### src/rtl/mc_ctrl_pkg.sv
// mc_ctrl_pkg: shared opcodes, state/class enums and datapath select encodings for mc_ctrl
// Optional feature macro: MC_CTRL_TRAP_EN adds the TRAP state.
package mc_ctrl_pkg;
  localparam logic [6:0] OPC_LOAD = 7'b0000011, OPC_OP_IMM = 7'b0010011, OPC_AUIPC = 7'b0010111,
                         OPC_STORE = 7'b0100011, OPC_OP = 7'b0110011, OPC_LUI = 7'b0110111,
                         OPC_BRANCH = 7'b1100011, OPC_JALR = 7'b1100111, OPC_JAL = 7'b1101111;
`ifdef MC_CTRL_TRAP_EN
  typedef enum logic [2:0] {S_IDLE, S_FETCH, S_DECODE, S_EXEC, S_MEM, S_WB, S_TRAP} state_t;
`else
  typedef enum logic [2:0] {S_IDLE, S_FETCH, S_DECODE, S_EXEC, S_MEM, S_WB} state_t;
`endif
  typedef enum logic [3:0] {
    CLS_ILL, CLS_OP, CLS_OP_IMM, CLS_LUI, CLS_AUIPC, CLS_LOAD, CLS_STORE, CLS_BRANCH, CLS_JAL, CLS_JALR
  } cls_t;
  localparam logic [2:0] SRCB_REG = 3'd0, SRCB_IMMI = 3'd1, SRCB_IMMU = 3'd2,
                         SRCB_IMMS = 3'd3, SRCB_IMMB = 3'd4, SRCB_IMMJ = 3'd5;
  localparam logic [2:0] DEST_ALU = 3'd0, DEST_SHIFT = 3'd1, DEST_IMMU = 3'd2, DEST_MEM = 3'd3, DEST_PC4 = 3'd4;
  localparam logic PC_SEL_PC4 = 1'b0, PC_SEL_ALU = 1'b1;
  localparam logic ADDR_PC = 1'b0, ADDR_ALU = 1'b1;
  localparam logic SRCA_PC = 1'b0, SRCA_RS1 = 1'b1;
  localparam logic [2:0] ALUOP_ADD = 3'b000;
  function automatic logic is_shift(input logic [2:0] f3);
    return f3 == 3'b001 || f3 == 3'b101;
  endfunction
endpackage

### src/rtl/mc_ctrl_op_dec.sv
// mc_ctrl_op_dec: combinational RV32I opcode-to-class decoder with illegal flag
// Ports: opcode (IR[6:0]) in; cls (instruction class), illegal (unsupported opcode) out.
module mc_ctrl_op_dec
  import mc_ctrl_pkg::*;
(
  input  logic [6:0] opcode,
  output cls_t       cls,
  output logic       illegal
);
  always_comb begin
    case (opcode)
      OPC_OP:     cls = CLS_OP;
      OPC_OP_IMM: cls = CLS_OP_IMM;
      OPC_LUI:    cls = CLS_LUI;
      OPC_AUIPC:  cls = CLS_AUIPC;
      OPC_LOAD:   cls = CLS_LOAD;
      OPC_STORE:  cls = CLS_STORE;
      OPC_BRANCH: cls = CLS_BRANCH;
      OPC_JAL:    cls = CLS_JAL;
      OPC_JALR:   cls = CLS_JALR;
      default:    cls = CLS_ILL;
    endcase
  end
  assign illegal = cls == CLS_ILL;
endmodule

### src/rtl/mc_ctrl.sv
// mc_ctrl: multi-cycle RV32I control FSM (fetch/decode/exec/mem/wb) over a req/ready memory port
// Inputs: clk, reset (async, active-high), opcode/funct3 from IR, br_taken, mem_ready.
// Outputs: datapath selects (pc_sel, addr_sel, src_a_sel, src_b_sel, alu_set/alu_op, shamt_sel,
//   dest_sel, recode), strobes (ir_write, pc_write, reg_write, mem_req, mem_we), timeout_err, trap.
// Optional macro MC_CTRL_TRAP_EN: illegal opcode or memory timeout parks the FSM in TRAP.
module mc_ctrl
  import mc_ctrl_pkg::*;
#(
  parameter int MEM_TIMEOUT = 255,
  parameter int CNT_W = (MEM_TIMEOUT > 0) ? $clog2(MEM_TIMEOUT + 1) : 1
) (
  input  logic       clk,
  input  logic       reset,
  input  logic [6:0] opcode,
  input  logic [2:0] funct3,
  input  logic       br_taken,
  input  logic       mem_ready,
  output logic       ir_write,
  output logic       pc_write,
  output logic       pc_sel,
  output logic       mem_req,
  output logic       mem_we,
  output logic       addr_sel,
  output logic       src_a_sel,
  output logic [2:0] src_b_sel,
  output logic       alu_set,
  output logic [2:0] alu_op,
  output logic       shamt_sel,
  output logic [2:0] dest_sel,
  output logic       reg_write,
  output logic       recode,
  output logic       timeout_err,
  output logic       trap
);
  localparam logic [CNT_W-1:0] TMO = CNT_W'(MEM_TIMEOUT);
`ifdef MC_CTRL_TRAP_EN
  localparam state_t TMO_NEXT = S_TRAP;
  localparam state_t ILL_NEXT = S_TRAP;
`else
  localparam state_t TMO_NEXT = S_FETCH;
  localparam state_t ILL_NEXT = S_EXEC;
`endif
  state_t           state_q, state_d;
  logic [CNT_W-1:0] cnt_q, cnt_d;
  cls_t             cls;
  logic             illegal, waiting, tmo;

  mc_ctrl_op_dec u_op_dec (.opcode(opcode), .cls(cls), .illegal(illegal));

  assign waiting = (state_q == S_FETCH || state_q == S_MEM) && !mem_ready;
  // The cycle in which the counter already holds MEM_TIMEOUT and ready is still low is the give-up cycle.
  assign tmo = waiting && MEM_TIMEOUT != 0 && cnt_q == TMO;

  always_comb begin
    state_d = state_q;
    cnt_d = (waiting && !tmo) ? cnt_q + 1'b1 : '0;
    ir_write = 1'b0;
    pc_write = 1'b0;
    pc_sel = PC_SEL_PC4;
    mem_req = 1'b0;
    mem_we = 1'b0;
    addr_sel = ADDR_PC;
    src_a_sel = SRCA_PC;
    src_b_sel = SRCB_REG;
    alu_set = 1'b0;
    alu_op = ALUOP_ADD;
    shamt_sel = 1'b0;
    dest_sel = DEST_ALU;
    reg_write = 1'b0;
    recode = 1'b0;
    timeout_err = 1'b0;
    trap = 1'b0;
    case (state_q)
      S_IDLE: state_d = S_FETCH;
      S_FETCH: begin
        mem_req = 1'b1;
        ir_write = mem_ready;
        timeout_err = tmo;
        state_d = mem_ready ? S_DECODE : tmo ? TMO_NEXT : S_FETCH;
      end
      S_DECODE: state_d = illegal ? ILL_NEXT : S_EXEC;
      S_EXEC: begin
        state_d = S_FETCH;
        case (cls)
          CLS_OP, CLS_OP_IMM: begin
            src_a_sel = SRCA_RS1;
            src_b_sel = (cls == CLS_OP) ? SRCB_REG : SRCB_IMMI;
            dest_sel = is_shift(funct3) ? DEST_SHIFT : DEST_ALU;
            shamt_sel = cls == CLS_OP_IMM && is_shift(funct3);
            recode = cls == CLS_OP;
            reg_write = 1'b1;
            pc_write = 1'b1;
          end
          CLS_LUI: begin
            dest_sel = DEST_IMMU;
            reg_write = 1'b1;
            pc_write = 1'b1;
          end
          CLS_AUIPC: begin
            src_b_sel = SRCB_IMMU;
            alu_set = 1'b1;
            reg_write = 1'b1;
            pc_write = 1'b1;
          end
          CLS_LOAD, CLS_STORE: begin
            src_a_sel = SRCA_RS1;
            src_b_sel = (cls == CLS_LOAD) ? SRCB_IMMI : SRCB_IMMS;
            alu_set = 1'b1;
            state_d = S_MEM;
          end
          CLS_BRANCH: begin
            src_b_sel = SRCB_IMMB;
            alu_set = 1'b1;
            pc_write = 1'b1;
            pc_sel = br_taken;
          end
          CLS_JAL, CLS_JALR: begin
            src_a_sel = (cls == CLS_JALR) ? SRCA_RS1 : SRCA_PC;
            src_b_sel = (cls == CLS_JALR) ? SRCB_IMMI : SRCB_IMMJ;
            alu_set = 1'b1;
            dest_sel = DEST_PC4;
            reg_write = 1'b1;
            pc_write = 1'b1;
            pc_sel = PC_SEL_ALU;
          end
          default: pc_write = 1'b1;
        endcase
      end
      S_MEM: begin
        mem_req = 1'b1;
        addr_sel = ADDR_ALU;
        mem_we = cls == CLS_STORE;
        pc_write = mem_ready && cls == CLS_STORE;
        timeout_err = tmo;
        state_d = mem_ready ? ((cls == CLS_LOAD) ? S_WB : S_FETCH) : tmo ? TMO_NEXT : S_MEM;
      end
      S_WB: begin
        dest_sel = DEST_MEM;
        reg_write = 1'b1;
        pc_write = 1'b1;
        state_d = S_FETCH;
      end
`ifdef MC_CTRL_TRAP_EN
      S_TRAP: trap = 1'b1;
`endif
      default: state_d = S_IDLE;
    endcase
  end

  always_ff @(posedge clk or posedge reset) begin
    if (reset) begin
      state_q <= S_IDLE;
      cnt_q <= '0;
    end else begin
      state_q <= state_d;
      cnt_q <= cnt_d;
    end
  end
endmodule

### config.mk
export PLATFORM = sky130hd
export DESIGN_NAME = mc_ctrl
export DESIGN_NICKNAME = d
export VERILOG_FILES = /design/src/rtl/mc_ctrl_pkg.sv /design/src/rtl/mc_ctrl_op_dec.sv /design/src/rtl/mc_ctrl.sv
export SDC_FILE = /design/constraint.sdc
export NUM_CORES = 1
export LEC_CHECK = 0
export ABC_AREA = 0
export CAP_MARGIN = 20
export CORE_MARGIN = 4
export CORE_UTILIZATION = 45
export CTS_CLUSTER_SIZE = 28
export DETAILED_ROUTE_END_ITERATION = 6
export GPL_TIMING_DRIVEN = 0
export MAX_ROUTING_LAYER = met4
export PLACE_DENSITY_LB_ADDON = 0.08
export SKIP_CTS_REPAIR_TIMING = 1
export SLEW_MARGIN = 20
export SYNTH_ARGS = -nofsm -noshare
export SYNTH_HDL_FRONTEND = slang
export SYNTH_HIERARCHICAL = 1
export SYNTH_SLANG_ARGS = --single-unit
### constraint.sdc
create_clock -name clk -period 2.49 [get_ports clk]
set_clock_uncertainty 0.1 [all_clocks]
set_input_delay 0.6225 -clock clk [delete_from_list [all_inputs] [get_ports clk]]
set_output_delay 0.6225 -clock clk [all_outputs]
set_load 0.05 [all_outputs]
==> results.md <==
* Worst skew pair latency at ~280 ps
* Critical Path Fanout Max at 6
* Post-Syn Area at 1040 um^2
* Largest net degree at the start of global routing at 12
* GP Congestion at approximately 0.77
* Core footprint at 2210 um^2
* Antenna Nets Post-Route at 0
* Share of cells above drive strength 1 at 49.2%
* Slew headroom at about 67%
* WHS at about 370 ps
* Via Count at 1156
* Failing checks: setup timing
* Port Buffer Count at 30
* Min cycle time layout at 2900 ps
* # DRC at 0
* WS Path Type: input pin to output port
* CTS H-tree lvls at 1
* Sink Count at 11
* Fmax at 345 MHz
* Ys Warns at 6
* Initial core utilization at 47.2%
* Hold Path Class: flop to flop
* Syn Area/Cell at about 7.8 um^2
* CTS max path bufs at 2
* Vias in the first global route at 970
* CP arrival at 2170 ps
* Clk slew on worst S/H paths at 60 ps
* CP startpoint kind: input pin
* Reg area at roughly 280 um^2
* Vias per inst at 5.43
* Fin crit share at 116%
* Hold Vio Cnt, Final at 0
* Iter 0 DRT Violations at 35
* Grt total ovfl at 0
* # setup viols final at 13
* I/O pin count at 36
* P&R area growth vs syn at 72.7%
* Worst path required time at about 1800 ps
* Pwr dens at ~360 nW/um^2
* Root buffer cell: clkbuf_4
* Final Slew Violations at 0
* Status: finished, violations left
* CTS Buf Count at 3
* Unrepaired setup endpoints after global routing: yes
* Standard-cell rows at 17
* Max-Cap Viols at 0
* P_leak at about 0.76 nW
* Post-DP HPWL at between 1.5 and 2 mm
* Die ar. at between 3000 and 4000 um^2
* Final WS setup at -405 ps
* Post-Synthesis Cells at 134
* Drt first pass iters at 4
* Slew @ Worst Pin at 502 ps
* Drt total wl at 3.28 mm
* Area of the multi-input gates at 907 um^2
* Total routing usage reported by global routing at 16.1%
* First-pass GRT wire length at 4.11 mm
* VDD IR max at between 0.0004 and 0.0005 V
* CTS tree: yes
* Initial antenna violation count at 0
* Chip Height at 56.2 um
* Fillers at 137
* DR WL/cell at 15.4 um
* Die Wd at approximately 56 um
* Worst setup EP type: output port
* Final Util at 81.4%
* ANT cells at 0
* Final Net Count at 201
-- area by class of cell --
cell class,count,area share (%)
inverter,3,0.625
sequential,11,15.3
multi-input combinational,110,50.3
timing repair buffer,44,24.5
buffer,13,5.83
tap,28,1.94
clock buffer,4,1.46
-- report_power, final --
part	switching [mW]	leakage, nW	internal (mW)
clock	0.0618	0.0150	0.0622
sequential	0.00604	0.148	0.192
combinational	0.207	0.597	0.121
total	0.275	0.759	0.375
-- placed cells by master (no fill, tap or decap), drive strengths merged --
| master | count |
|---|---|
| a211oi | 2 |
| a21boi | 1 |
| a21o | 1 |
| a21oi | 9 |
| a31oi | 2 |
| and2b | 1 |
| and3 | 1 |
| and4bb | 1 |
| buf | 46 |
| clkbuf | 7 |
| clkdlybuf4s50 | 4 |
| conb | 4 |
| dfrtp | 11 |
| dlymetal6s2s | 4 |
| ha | 1 |
| inv | 3 |
| mux2i | 1 |
| nand2 | 11 |
| nand2b | 5 |
| nand3 | 7 |
| nand3b | 4 |
| nand4 | 4 |
| nand4b | 1 |
| nor2 | 17 |
| nor2b | 4 |
| nor3 | 4 |
| nor3b | 3 |
| nor4b | 1 |
| o211ai | 2 |
| o21ai | 6 |
| o311ai | 1 |
| o32ai | 1 |
| or2 | 1 |
| or3 | 4 |
| or3b | 1 |
| or4 | 2 |
| xnor2 | 4 |
| xor2 | 3 |
-- per-layer routing --
layer	share of wire [%]	GRT usage, %	routed length (um)
met5	0	-	0
met4	2.5	2.03	82
met3	5.3	4.41	175
met2	51	28.0	1660
met1	41	19.0	1360
-- worst paths after layout --
path	endpoint	from	cells past startpoint	slack, ps
setup / recovery	reg_write	opcode[4]	8	-410
hold / removal	cnt_q[0]$_DFF_PP0_	cnt_q[0]$_DFF_PP0_	1	370
setup reg to reg	state_q[2]$_DFF_PP0_	cnt_q[0]$_DFF_PP0_	5	850
hold reg to reg	cnt_q[0]$_DFF_PP0_	cnt_q[0]$_DFF_PP0_	1	370
max in group asynchronous	cnt_q[6]$_DFF_PP0_	reset	2	1420
min in group asynchronous	state_q[0]$_DFF_PP0_	reset	2	560
-- state kept, by name (all words and copies together), names as in the netlist --
signal	count
cnt_q	8
state_q	3
-- worst max-delay path, stage by stage --
cell and delay [ps]:
buf_12 110, nand3b_1 180, buf_4 160, a31oi_4 190, nor2_2 70, or4_4 490
o311ai_4 110, buf_6 210
-- stage by stage --
| stage | area [um^2] | cells | power [mW] | setup WS [ps] | setup TNS (ps) |
|---|---|---|---|---|---|
| 6_report | 1800 | 213 | 0.650 | -405 | -3580 |
| 5_1_grt | 1800 | 213 | 0.690 | -435 | -4330 |
| 4_1_cts | 1550 | 199 | 0.623 | -1510 | -19780 |
| 3_5_place_dp | 1520 | 195 | 0.499 | -1510 | -19490 |
| 2_1_floorplan | 1180 | 137 | 0.422 | -445 | -2230 |
| 3_3_place_gp | 1520 | 195 | 0.494 | -1460 | -18380 |
Note: power is estimated with default switching activity, not from simulation.
==> RTL change 1: new RTL, same flow settings <==
The parameter `MEM_TIMEOUT` goes from 255 to 510.
--- a/src/rtl/mc_ctrl.sv
+++ b/src/rtl/mc_ctrl.sv
@@ -8,3 +8,3 @@
 #(
-  parameter int MEM_TIMEOUT = 255,
+  parameter int MEM_TIMEOUT = 510,
   parameter int CNT_W = (MEM_TIMEOUT > 0) ? $clog2(MEM_TIMEOUT + 1) : 1
Formal check against the unedited RTL: no difference found for any inputs over 10 cycles, from zero or initial values and one cycle with reset high; that may be too few to reach the edited logic, so the function may still have changed.
==> RTL change 1 against the unedited design <==
The flow still finishes with violations (negative setup slack). Core utilization grew 2.9 points. Sequential cell count increased by 1. Register-to-register slack worse by 100 ps. Worst setup slack lost 43 ps. Combinational power down 4%. Power increased by 9.6%. Wire length shrank 2.1%. Area after synthesis grew 1.9%. Cell area up 4.5%. Final cell count is 0.47% higher.
==> RTL change 1: results (changes against the unedited design) <==
Pint -> 415.1 uW (was 375.2 uW)
met2 Track Usage GR -> 28.38% (was 28.05%)
H-tree depth -> 1 (unchanged)
Peak VDD IR -> 0.0004327 V (was 0.0004024 V)
Max clock buf depth -> 2 (unchanged)
final setup fails -> 14 (was 13)
first-pass GRT wire length -> 4409 um (was 4112 um)
post-DR wirelength/cell -> 14.99 um (was 15.39 um)
NumNets Final -> 203 (was 201)
failing checks -> negative setup slack (unchanged)
drt initial violations -> 31 (was 35)
Least-Margin Pin Slew -> 603.3 ps (was 501.6 ps)
Clock Latency Late Sink -> 280 ps (about the same)
Cells after DPL -> 195 (unchanged)
status -> finished, violations left (unchanged)
vias in the first global route -> 1039 (was 970)
all-layer global routing usage -> 17.23% (was 16.12%)
crit-path max cell delay -> 360 ps (was 490 ps)
worst setup margin -> -448.6 ps (was -405.3 ps)
Hold Crit Class -> flop to flop (unchanged)
most used routing layer -> met2 (unchanged)
met1 usage -> 21.46% (was 19.01%)
vias per cell -> 5.766 (was 5.427)
Largest regs -> cnt_q (9), state_q (3) (was cnt_q (8), state_q (3))
n_diodes -> 0 (unchanged)
Mapped Avg Cell Area -> 7.937 um^2 (was 7.787 um^2)
Critical-path top delay cell -> a221o_2 (was or4_4)
clock-pin transition on the worst setup and hold timing paths -> 70 ps
root buffer cell -> clkbuf_4 (unchanged)
IO buf count -> 30 (unchanged)
GRT met3 Usage -> 5.287% (was 4.408%)
TNS Setup -> -4240 ps (was -3578 ps)
crit-path leading delay family -> simple AND/OR/NAND/NOR gates (unchanged)
initial antenna violation count -> 0 (unchanged)
final cell count without fillers -> 214 (was 213)
crit-path max FO -> 6 (unchanged)
layout cells sized above 1 -> 50.54% (was 49.19%)
static leakage -> 0.0007714 uW (was 0.0007594 uW)
Worst EP arrival -> 2220 ps (was 2170 ps)
YS warnings -> 6 (unchanged)
largest net degree at the start of global routing -> 13 (was 12)
DP Wirelength -> 2070 um (was 1944 um)
Routability Congestion -> 0.7377 (was 0.7650)
Num CTS Buffers -> 3 (unchanged)
drt pass-1 iters -> 4 (unchanged)
==> RTL change 1: worst reg2reg max path, delay by kind of cell, from the launching register on <==
kind	cells	cell delay (ps)
buffers and inverters	1	80
DFF	1	420
and+or+nand+nor	3	860
adders and majority gates	1	150
==> RTL change 1: power by group through the flow <==
stage,clock network [uW],logic (uW),registers [uW]
finish,160,316,236
global route,174,336,238
CTS,161,278,233
detailed placement,0,277,237
global placement,0,267,237
floorplan,0,201,233
==> RTL change 1: worst paths after layout <==
kind / slack (ps) / depth (start not counted) / startpoint / to
worst max-delay path: -450 / 9 / opcode[4] / pc_write
worst min-delay path: 420 / 1 / cnt_q[0] / cnt_q[0]
worst max register to register: 750 / 5 / cnt_q[0] / cnt_q[4]
worst min register to register: 420 / 1 / cnt_q[0] / cnt_q[0]
max in group asynchronous: 1430 / 2 / reset / cnt_q[1]
min in group asynchronous: 550 / 2 / reset / cnt_q[6]
==> RTL change 1: layout make-up <==
class,instances,area (um^2)
plain buffers,11,86.33
fillers,134,350.3
multi-input cells,109,943.4
clock buffers,4,36.28
inverters,5,18.77
flip-flops and latches,12,300.3
repair buffers,45,462.9
well taps,28,35.03
==> RTL change 1: through the flow <==
| step | cell area (um^2) | worst slack (ps) |
|---|---|---|
| floorplan | 1219 | -298.6 |
| global placement | 1554 | -1542 |
| detailed placement | 1554 | -1642 |
| CTS | 1590 | -1648 |
| global route | 1883 | -550.7 |
| finish | 1883 | -448.6 |
==> RTL change 1: per-layer routing <==
metal	vias up	share of wire, %	routed length, um
li1	586	-	-
met1	591	43	1366
met2	53	49	1569
met3	4	8.1	260
met4	0	0.41	13
met5	-	0	0
==> RTL change 2: new RTL, config.mk and constraints unchanged <==
Made on the original files. Re-encode `state_t` (6 states) as one-hot, 6 bits wide.
--- a/src/rtl/mc_ctrl_pkg.sv
+++ b/src/rtl/mc_ctrl_pkg.sv
@@ -9,3 +9,3 @@
 `else
-  typedef enum logic [2:0] {S_IDLE, S_FETCH, S_DECODE, S_EXEC, S_MEM, S_WB} state_t;
+  typedef enum logic [5:0] {S_IDLE = 6'b000001, S_FETCH = 6'b000010, S_DECODE = 6'b000100, S_EXEC = 6'b001000, S_MEM = 6'b010000, S_WB = 6'b100000} state_t;
 `endif
Function: same outputs for any inputs over 10 cycles, from zero or initial values and one cycle with reset high; not proved beyond that.
==> RTL change 2 against the unedited design <==
The run still ends with negative setup slack left. Die area grew 5.7%. Worst setup slack lost 180 ps. Area after synthesis grew 6.7%. Core utilization grew 9.2 points. Power grew 34%. Wire length grew 41%. Sequential cell count grew 3. Cell area grew 15%. Critical path type is now flop to output pin. Largest cell class unchanged. Largest power group unchanged.
==> RTL change 2: results (changes against the unedited design) <==
final cell count without fillers -> 231 (was 213)
Area after DPL -> 0.001724 mm^2 (was 0.001519 mm^2)
NumNets Final -> 219 (was 201)
via count -> 1435 (was 1156)
failing checks -> negative setup slack (unchanged)
worst setup margin -> -588.8 ps (was -405.3 ps)
DP Wirelength -> 2232 um (was 1944 um)
pre-CTS setup slack -> -1703 ps (was -1513 ps)
first-pass GRT wire length -> 4892 um (was 4112 um)
Post-Synthesis Cells -> 145 (was 134)
static leakage -> 0.0008841 uW (was 0.0007594 uW)
sw frac -> 39.85% (was 42.31%)
crit-path max cell delay -> 550 ps (was 490 ps)
Largest regs -> cnt_q (8), state_q (6) (was cnt_q (8), state_q (3))
Cells after DPL -> 206 (was 195)
drt initial violations -> 42 (was 35)
Fill cells -> 89 (was 137)
Routability Congestion -> 0.8137 (was 0.7650)
total combinational power -> 401 uW (was 328 uW)
post-DR wirelength/cell -> 20.08 um (was 15.39 um)
all-layer global routing usage -> 18.71% (was 16.12%)
final setup fails -> 15 (was 13)
Worst slew margin -> 64.71% (was 66.50%)
Num CTS Buffers -> 3 (unchanged)
clock-pin transition on the worst setup and hold timing paths -> 90 ps (was 60 ps)
crit-path max FO -> 4 (was 6)
vias in the first global route -> 1138 (was 970)
Tot Pwr -> 871.3 uW (was 650.4 uW)
TNS Setup -> -6850 ps (was -3578 ps)
sequential cell area -> 355.3 um^2 (was 275.3 um^2)
status -> finished, violations left (unchanged)
Seq. pwr -> 300 uW (was 198 uW)
crit-path leading delay family -> simple AND/OR/NAND/NOR gates (unchanged)
layout cells sized above 1 -> 53.20% (was 49.19%)
root buffer cell -> clkbuf_4 (unchanged)
Worst EP arrival -> 2360 ps (was 2170 ps)
Peak VDD IR -> 0.0004657 V (was 0.0004024 V)
largest net degree at the start of global routing -> 15 (was 12)
## RTL change 2: cell type report
type / count / area share [%]
tap: 28 / 1.698
timing repair buffer: 52 / 23.29
clock buffer: 4 / 1.759
buffer: 11 / 6.004
inverter: 6 / 1.698
multi-input combinational: 116 / 48.33
sequential: 14 / 17.22
## RTL change 2: final timing paths
| check | from | to | slack (ps) | cells past startpoint |
|---|---|---|---|---|
| min in group asynchronous | reset | cnt_q[3] | 570 | 2 |
| setup / recovery | state_q[1] | dest_sel[0] | -590 | 5 |
| max in group asynchronous | reset | state_q[2] | 1330 | 2 |
| setup reg to reg | state_q[2] | cnt_q[5] | 250 | 6 |
| hold / removal | cnt_q[0] | cnt_q[0] | 410 | 1 |
| hold reg to reg | cnt_q[0] | cnt_q[0] | 410 | 1 |
## RTL change 2: routing by layer
layer	part of all wire (%)	up-vias	global-route usage (%)
li1	-	625	-
met1	38	699	22.05
met2	51	92	32.74
met3	6.7	19	1.114
met4	4.5	0	7.947
met5	0	-	-
